--- config.mk ---
export PLATFORM = sky130hd
export DESIGN_NAME = hspi_receiver
export DESIGN_NICKNAME = d
export VERILOG_FILES = /design/src/rtl/hspi_receiver_pkg.sv /design/src/rtl/hspi_receiver_crc32.sv /design/src/rtl/hspi_receiver.sv
export SDC_FILE = /design/constraint.sdc
export NUM_CORES = 1
export LEC_CHECK = 0
export BUFFER_PORTS_ARGS = -buffer_cell sky130_fd_sc_hd__buf_2
export CORE_MARGIN = 2
export CORE_UTILIZATION = 64
export DETAILED_ROUTE_END_ITERATION = 8
export PLACE_DENSITY = 0.87
export SLEW_MARGIN = 40
export SYNTH_ARGS = -nofsm -noshare
export SYNTH_HDL_FRONTEND = slang
export SYNTH_SLANG_ARGS = --single-unit
--- constraint.sdc ---
create_clock -name sys_clk -period 6.6 [get_ports sys_clk]
set_clock_uncertainty 0.2 [all_clocks]
set_input_delay 0.66 -clock sys_clk [delete_from_list [all_inputs] [get_ports sys_clk]]
set_output_delay 0.66 -clock sys_clk [all_outputs]
set_load 0.05 [all_outputs]
--- src/rtl/hspi_receiver_pkg.sv ---
// hspi_receiver_pkg
//   Shared definitions for the HSPI receive endpoint: FSM state encoding,
//   header field layout, CRC-32 constants and small helper functions.
package hspi_receiver_pkg;

  typedef enum logic [2:0] {
    ST_IDLE    = 3'd0,
    ST_GRANT   = 3'd1,
    ST_PAYLOAD = 3'd2,
    ST_CRC     = 3'd3,
    ST_DONE    = 3'd4
  } state_t;

  // Header word layout: [31:30] sync, [29:26] sequence, [25:0] reserved (zero)
  localparam logic [1:0]  HDR_SYNC     = 2'b11;
  localparam int          HDR_SYNC_HI  = 31;
  localparam int          HDR_SYNC_LO  = 30;
  localparam int          HDR_SEQ_HI   = 29;
  localparam int          HDR_SEQ_LO   = 26;
  localparam int          HDR_RSVD_HI  = 25;

  localparam logic [31:0] CRC_POLY     = 32'h04C1_1DB7;
  localparam logic [31:0] CRC_INIT     = 32'hFFFF_FFFF;

  function automatic logic [31:0] bit_rev32(input logic [31:0] d);
    logic [31:0] r;
    for (int i = 0; i < 32; i++) r[i] = d[31-i];
    return r;
  endfunction

  function automatic logic [15:0] sat_inc16(input logic [15:0] v);
    return (v == 16'hFFFF) ? v : v + 16'd1;
  endfunction

endpackage

--- src/rtl/hspi_receiver_crc32.sv ---
// crc32_32b
//   Combinational 32-bit-parallel CRC-32 update (MSB-first, non-reflected).
//   Any bit reflection or final inversion is left to the caller.
// Ports:
//   i_crc  - current CRC register
//   i_data - 32-bit data word, i_data[31] is shifted in first
//   o_crc  - CRC register after absorbing i_data
module crc32_32b
  import hspi_receiver_pkg::*;
#(
  parameter logic [31:0] POLY = CRC_POLY
) (
  input  logic [31:0] i_crc,
  input  logic [31:0] i_data,
  output logic [31:0] o_crc
);

  logic [31:0] w_crc;

  always_comb begin
    w_crc = i_crc;
    for (int i = 31; i >= 0; i--) begin
      if (w_crc[31] ^ i_data[i]) w_crc = {w_crc[30:0], 1'b0} ^ POLY;
      else                       w_crc = {w_crc[30:0], 1'b0};
    end
    o_crc = w_crc;
  end

endmodule

--- src/rtl/hspi_receiver.sv ---
// hspi_receiver
//   Receive endpoint of the 32-bit HSPI link. Accepts header + PAYLOAD_LEN
//   payload words + CRC-32 word, forwards payload to a downstream FIFO,
//   checks header, sequence number and CRC, and reports per-packet status.
// Ports:
//   sys_clk, sys_rst            - clock, synchronous active-high reset
//   hrreq / hrrdy               - transmitter request / receiver grant
//   hrvld, hrd                  - link word strobe and data
//   hspi_cts                    - clear-to-send (active low), registered fifo_afull
//   fifo_afull, fifo_full       - downstream FIFO status
//   fifo_wr_en, fifo_wr_data    - downstream FIFO write port
//   pkt_done + pkt_crc_ok/pkt_seq_ok/pkt_abort - end-of-packet pulse and flags
//   rx_seq                      - sequence number of the last good header
//   pkt_cnt, err_cnt            - saturating good/bad packet counters
//   ovf                         - sticky payload-drop flag
module hspi_receiver
  import hspi_receiver_pkg::*;
#(
  parameter int PAYLOAD_LEN = 4,
  parameter int REQ_TIMEOUT = 25_000_000
) (
  input  logic        sys_clk,
  input  logic        sys_rst,
  input  logic        hrreq,
  output logic        hrrdy,
  input  logic        hrvld,
  input  logic [31:0] hrd,
  output logic        hspi_cts,
  input  logic        fifo_afull,
  input  logic        fifo_full,
  output logic        fifo_wr_en,
  output logic [31:0] fifo_wr_data,
  output logic        pkt_done,
  output logic        pkt_crc_ok,
  output logic        pkt_seq_ok,
  output logic        pkt_abort,
  output logic [3:0]  rx_seq,
  output logic [15:0] pkt_cnt,
  output logic [15:0] err_cnt,
  output logic        ovf
);

  localparam int CNT_W = $clog2(PAYLOAD_LEN + 1);
  localparam int TO_W  = $clog2(REQ_TIMEOUT + 1);

  state_t            r_state, w_next;
  logic [CNT_W-1:0]  r_word_cnt;
  logic [TO_W-1:0]   r_to_cnt;
  logic [31:0]       r_crc;
  logic              r_seq_known;
  logic              r_seq_ok;

  logic              w_hdr_acc, w_pay_acc, w_crc_acc, w_abort;
  logic              w_hdr_ok, w_seq_match, w_timeout, w_last_word, w_crc_match;
  logic [31:0]       w_crc_nxt, w_crc_final;

  crc32_32b #(.POLY(CRC_POLY)) u_crc (
    .i_crc  (r_crc),
    .i_data (bit_rev32(hrd)),
    .o_crc  (w_crc_nxt)
  );

  assign w_crc_final = ~bit_rev32(r_crc);
  assign w_crc_match = (hrd == w_crc_final);
  assign w_hdr_ok    = (hrd[HDR_SYNC_HI:HDR_SYNC_LO] == HDR_SYNC) &&
                       (hrd[HDR_RSVD_HI:0] == '0);
  // First header after reset has no reference, so it always matches
  assign w_seq_match = !r_seq_known ||
                       (hrd[HDR_SEQ_HI:HDR_SEQ_LO] == rx_seq + 4'd1);
  // This cycle would be the REQ_TIMEOUT-th consecutive cycle without a word
  assign w_timeout   = !hrvld && (r_to_cnt == TO_W'(REQ_TIMEOUT - 1));
  assign w_last_word = (r_word_cnt == CNT_W'(PAYLOAD_LEN - 1));

  always_comb begin
    w_next    = r_state;
    w_hdr_acc = 1'b0;
    w_pay_acc = 1'b0;
    w_crc_acc = 1'b0;
    w_abort   = 1'b0;
    case (r_state)
      ST_IDLE: begin
        if (hrreq) w_next = ST_GRANT;
      end
      ST_GRANT: begin
        if (!hrreq) begin
          w_abort = 1'b1;
          w_next  = ST_DONE;
        end else if (hrvld) begin
          if (w_hdr_ok) begin
            w_hdr_acc = 1'b1;
            w_next    = ST_PAYLOAD;
          end else begin
            w_abort = 1'b1;
            w_next  = ST_DONE;
          end
        end else if (w_timeout) begin
          w_abort = 1'b1;
          w_next  = ST_DONE;
        end
      end
      ST_PAYLOAD: begin
        if (!hrreq) begin
          w_abort = 1'b1;
          w_next  = ST_DONE;
        end else if (hrvld) begin
          w_pay_acc = 1'b1;
          if (w_last_word) w_next = ST_CRC;
        end else if (w_timeout) begin
          w_abort = 1'b1;
          w_next  = ST_DONE;
        end
      end
      ST_CRC: begin
        if (!hrreq) begin
          w_abort = 1'b1;
          w_next  = ST_DONE;
        end else if (hrvld) begin
          w_crc_acc = 1'b1;
          w_next    = ST_DONE;
        end else if (w_timeout) begin
          w_abort = 1'b1;
          w_next  = ST_DONE;
        end
      end
      ST_DONE: begin
        if (!hrreq) w_next = ST_IDLE;
      end
      default: w_next = ST_IDLE;
    endcase
  end

  always_ff @(posedge sys_clk) begin
    if (sys_rst) begin
      r_state      <= ST_IDLE;
      r_word_cnt   <= '0;
      r_to_cnt     <= '0;
      r_crc        <= CRC_INIT;
      r_seq_known  <= 1'b0;
      r_seq_ok     <= 1'b0;
      hrrdy        <= 1'b0;
      hspi_cts     <= 1'b1;
      fifo_wr_en   <= 1'b0;
      fifo_wr_data <= '0;
      pkt_done     <= 1'b0;
      pkt_crc_ok   <= 1'b0;
      pkt_seq_ok   <= 1'b0;
      pkt_abort    <= 1'b0;
      rx_seq       <= '0;
      pkt_cnt      <= '0;
      err_cnt      <= '0;
      ovf          <= 1'b0;
    end else begin
      r_state    <= w_next;
      hspi_cts   <= fifo_afull;
      hrrdy      <= (w_next == ST_GRANT) || (w_next == ST_PAYLOAD) ||
                    (w_next == ST_CRC);
      fifo_wr_en <= 1'b0;
      pkt_done   <= 1'b0;
      pkt_crc_ok <= 1'b0;
      pkt_seq_ok <= 1'b0;
      pkt_abort  <= 1'b0;

      // Idle-cycle count only runs while a packet is in flight
      if (((r_state == ST_GRANT) || (r_state == ST_PAYLOAD) ||
           (r_state == ST_CRC)) && !hrvld)
        r_to_cnt <= r_to_cnt + TO_W'(1);
      else
        r_to_cnt <= '0;

      if (r_state == ST_IDLE) begin
        r_word_cnt <= '0;
        r_crc      <= CRC_INIT;
        r_seq_ok   <= 1'b0;
      end

      if (w_hdr_acc) begin
        r_crc       <= w_crc_nxt;
        rx_seq      <= hrd[HDR_SEQ_HI:HDR_SEQ_LO];
        r_seq_known <= 1'b1;
        r_seq_ok    <= w_seq_match;
      end

      if (w_pay_acc) begin
        r_crc      <= w_crc_nxt;
        r_word_cnt <= r_word_cnt + CNT_W'(1);
        if (fifo_full) begin
          ovf <= 1'b1;
        end else begin
          fifo_wr_en   <= 1'b1;
          fifo_wr_data <= hrd;
        end
      end

      if (w_crc_acc || w_abort) begin
        pkt_done   <= 1'b1;
        pkt_crc_ok <= w_crc_acc && w_crc_match;
        pkt_seq_ok <= r_seq_ok;
        pkt_abort  <= w_abort;
        if (w_crc_acc && w_crc_match && r_seq_ok) pkt_cnt <= sat_inc16(pkt_cnt);
        else                                      err_cnt <= sat_inc16(err_cnt);
      end
    end
  end

endmodule
==> load_flow_metrics.sql <==
INSERT INTO impl_metrics (metric_group, metric, value, unit) VALUES
('placement', 'place_congestion', '1.05', ''),
('synthesis', 'yosys_register_bits', '141', ''),
('outcome', 'run_status', 'complete, no violations', ''),
('clock_tree', 'cts_buffers', '17', ''),
('die', 'pin_count', '114', ''),
('clock_tree', 'post_cts_setup_buffers', '0', ''),
('detailed_routing', 'antenna_left', '0', ''),
('global_route', 'largest_net_degree_at_the_start_of_global_routing', '55', ''),
('detailed_routing', 'drt_iter0_drc', '760', ''),
('sta', 'grt_setup_unrepaired', 'no', ''),
('synthesis', 'synthCells', '931', ''),
('clock_tree', 'clockBufferDepth', '2', ''),
('placement', 'place_area', '9670', 'sq um'),
('synthesis', 'synth_warn', '0', ''),
('die', 'start_util', '0.648', ''),
('sta', 'fin_crit', '4.26', 'ns'),
('synthesis', 'synth-xor-area-share', '0.416', ''),
('synthesis', 'compound_gate_fraction_of_synth_area', '0.0622', ''),
('power', 'p_per_area', '671', 'nW/um^2'),
('sta', 'hold_slack', '0.224', 'ns'),
('placement', 'dp_worst_setup_slack', '1.94', 'ns'),
('global_route', 'gr-total-overflow', '0', ''),
('worst_setup_path', 'startpoint', 'hrd[2]', ''),
('detailed_routing', 'count_of_vias_placed_by_the_detailed_router', '7266', ''),
('sta', 'timing.final.ws_setup', '2.34', 'ns'),
('power', 'vdd_ir_drop_max', '0.625', 'mV'),
('global_route', 'antenna_found_initial', '0', ''),
('sta', 'setup_viol_count_final', '0', ''),
('cells_and_area', 'layoutNonFillerInstCount', '1231', ''),
('synthesis', 'syn-num-nets', '977', ''),
('sta', 'finalMaxSlewViolations', '0', ''),
('worst_setup_path', 'timing.critical_path.required', '6.64', 'ns'),
('placement', 'port_buffers', '113', ''),
('detailed_routing', 'number_of_vias_per_cell_after_detailed_routing', '5.90', ''),
('job', 'max_cap_viol_count', '0', ''),
('sta', 'max_clock_freq', '235', 'MHz'),
('clock_tree', 'tritoncts', 'built', ''),
('worst_setup_path', 'critical_path.max_fanout', '6', ''),
('synthesis', 'main_combinational_cell_family_by_area_after_synthesis', 'XOR/XNOR gates', ''),
('die', 'dieArea', '14900', 'sq um'),
('die', 'floorplan.die.height', '122', 'um'),
('clock_tree', 'cts_sinks', '141', ''),
('die', 'design.core.area', '13800', 'sq um'),
('detailed_routing', 'dr_drc_count', '0', ''),
('cells_and_area', 'final_layout_size_suffix_gt1_frac', '0.191', ''),
('sta', 'tightestPinTransition', '0.837', 'ns'),
('clock_tree', 'ctsRootBufferMaster', 'sky130_fd_sc_hd__clkbuf_16', ''),
('sta', 'finalHoldViolCount', '0', ''),
('die', 'floorplan.rows', '43', ''),
('hold_path', 'worst_hold_path_type', 'input pin to register', ''),
('cells_and_area', 'final_instance_area', '10300', 'sq um'),
('worst_setup_path', 'startpoint_type', 'input pin', ''),
('clock_tree', 'cts.hold.buffers_added', '0', ''),
('placement', 'dp_hpwl', '17.9', 'mm'),
('detailed_routing', 'wirelength', '24.2', 'mm'),
('detailed_routing', 'detailedRoute.firstPassIterationCount', '5', ''),
('synthesis', 'yosysUniqueCellTypes', '46', ''),
('placement', 'dpl.cell_count', '1199', ''),
('cells_and_area', 'filler_cell_count', '940', ''),
('global_route', 'first_global_vias', '6697', ''),
('worst_setup_path', 'worst-setup-path-type', 'input pin to register', ''),
('synthesis', 'arithmetic_cell_share_of_the_synthesized_area_counting_full_adders_half_adders_and_majority_gates', '0.0112', ''),
('cells_and_area', 'antenna_diode_count', '0', ''),
('hold_path', 'min-delay-start', 'fifo_afull', ''),
('synthesis', 'post_synth_mux_area_share', '0.00673', ''),
('synthesis', 'synthSimpleGateAreaFrac', '0.169', ''),
('detailed_routing', 'routed_wire_length_per_instance', '19.7', 'um'),
('cells_and_area', 'regArea', '2820', 'sq um'),
('clock_tree', 'cts-resized-gates', '0', ''),
('clock_tree', 'clk_pin_slew', '0.06', 'ns'),
('worst_setup_path', 'critical_path_arrival', '4.31', 'ns');
[worst max-delay path, stage by stage]
cell and delay [ns]:
sky130_fd_sc_hd__buf_2 0.14, sky130_fd_sc_hd__xnor2_2 0.32, sky130_fd_sc_hd__xnor3_1 0.58, sky130_fd_sc_hd__xor2_2 0.45, sky130_fd_sc_hd__xnor3_1 0.62, sky130_fd_sc_hd__xor2_4 0.39
sky130_fd_sc_hd__xor2_2 0.41, sky130_fd_sc_hd__xor2_1 0.35, sky130_fd_sc_hd__xnor2_1 0.23, sky130_fd_sc_hd__a21oi_1 0.14
[kinds of logic after synthesis]
kind of cell               Yosys count
muxes                                6
adders and majority gates            8
AOI/OAI and AO/OA                  104
and+or+nand+nor                    324
buffers and inverters               44
xor gates and xnor gates           304
DFF                                141
[cell usage in the layout (no fill, tap or decap), types with 6 or more instances in the layout]
cell type                   netlist  final
sky130_fd_sc_hd__nor2_1         103    101
sky130_fd_sc_hd__nand2_1         91     91
sky130_fd_sc_hd__nor4_1          12     12
sky130_fd_sc_hd__clkbuf_16        0     17
sky130_fd_sc_hd__dfxtp_1        141    141
sky130_fd_sc_hd__nor3_1          18     17
sky130_fd_sc_hd__or2_2            7      7
sky130_fd_sc_hd__o21ai_0         18     18
sky130_fd_sc_hd__a21oi_1         72     72
sky130_fd_sc_hd__xnor3_2          8      8
sky130_fd_sc_hd__and3_1          13     13
sky130_fd_sc_hd__or3_1           13     13
sky130_fd_sc_hd__xor2_1          56     56
sky130_fd_sc_hd__ha_1             8      8
sky130_fd_sc_hd__inv_1           13     13
sky130_fd_sc_hd__xnor2_1        168    168
sky130_fd_sc_hd__xnor2_4          6      6
sky130_fd_sc_hd__xnor3_1         38     38
sky130_fd_sc_hd__nand3_1         32     32
sky130_fd_sc_hd__nand4_1         10     10
sky130_fd_sc_hd__xor2_2           6      6
sky130_fd_sc_hd__mux2i_1          6      6
sky130_fd_sc_hd__xnor2_2         13     13
sky130_fd_sc_hd__buf_2            0    113
[routing by layer]
metal | routed length [um] | share of wire | global-route usage
met1 | 9940 | 0.41 | 0.435
met2 | 11300 | 0.47 | 0.516
met3 | 1950 | 0.080 | 0.0557
met4 | 1020 | 0.042 | 0.145
met5 | 0 | 0 | 0
[cells in the mapped netlist (all sizes together)]
master	count	area share
a311oi	2	0.0020
nor4bb	2	0.0022
and2	4	0.0028
or3	13	0.0091
nand3b	1	0.00084
mux2i	6	0.0067
nor4b	1	0.00098
nand4	10	0.0070
nor2	103	0.043
a21oi	72	0.040
or4	3	0.0025
a41oi	1	0.00098
a31oi	4	0.0028
clkbuf	30	0.013
or2	7	0.0049
nor2b	5	0.0035
o32a	2	0.0022
dfxtp	141	0.32
xnor3	47	0.12
and3b	1	0.00098
ha	8	0.011
inv	14	0.0059
nor3	18	0.010
o21ai	20	0.011
and4	5	0.0049
nand3	32	0.018
nor3b	1	0.00084
a31o	1	0.00098
nor4	12	0.0084
nand2b	2	0.0014
xor2	65	0.075
xor3	5	0.013
xnor2	187	0.21
and3	13	0.0091
nand2	91	0.038
o31ai	2	0.0017
[layout make-up]
type                       count  share of cell area
multi-input combinational    746               0.580
inverter                      14             0.00512
clock buffer                  18              0.0428
clock inverter                14              0.0154
timing repair buffer         118              0.0600
tap                          180              0.0219
sequential                   141               0.275
[power breakdown]
| group | internal [W] | switching, W | leakage [nW] |
|---|---|---|---|
| registers | 0.000853 | 0.00000251 | 1.14 |
| logic | 0.00247 | 0.00260 | 2.76 |
| clock network | 0.000573 | 0.000387 | 0.284 |
| total | 0.00390 | 0.00299 | 4.18 |
[flip-flops by register name (all words and copies together) (netlist names), 3 cells and up]
register,cells
fifo_wr_data,32
r_crc,32
r_to_cnt,25
err_cnt,16
rx_seq,4
r_word_cnt,3
pkt_cnt,16
r_state,3
[path summary, 6_finish.rpt]
check / depth (start not counted) / endpoint / slack (ns)
worst max-delay path: 10 / r_crc[15] / 2.34
worst min-delay path: 2 / hspi_cts / 0.22
worst max register to register: 9 / r_crc[10] / 2.37
worst min register to register: 2 / fifo_wr_data[20] / 0.26
[through the flow]
stage                      util  power, W
after global routing      0.745   0.00712
after global placement    0.700   0.00571
after CTS                 0.745   0.00680
final                     0.745   0.00689
after detailed placement  0.702   0.00577
after floorplan               -   0.00479
(Power assumes the default switching activity.)
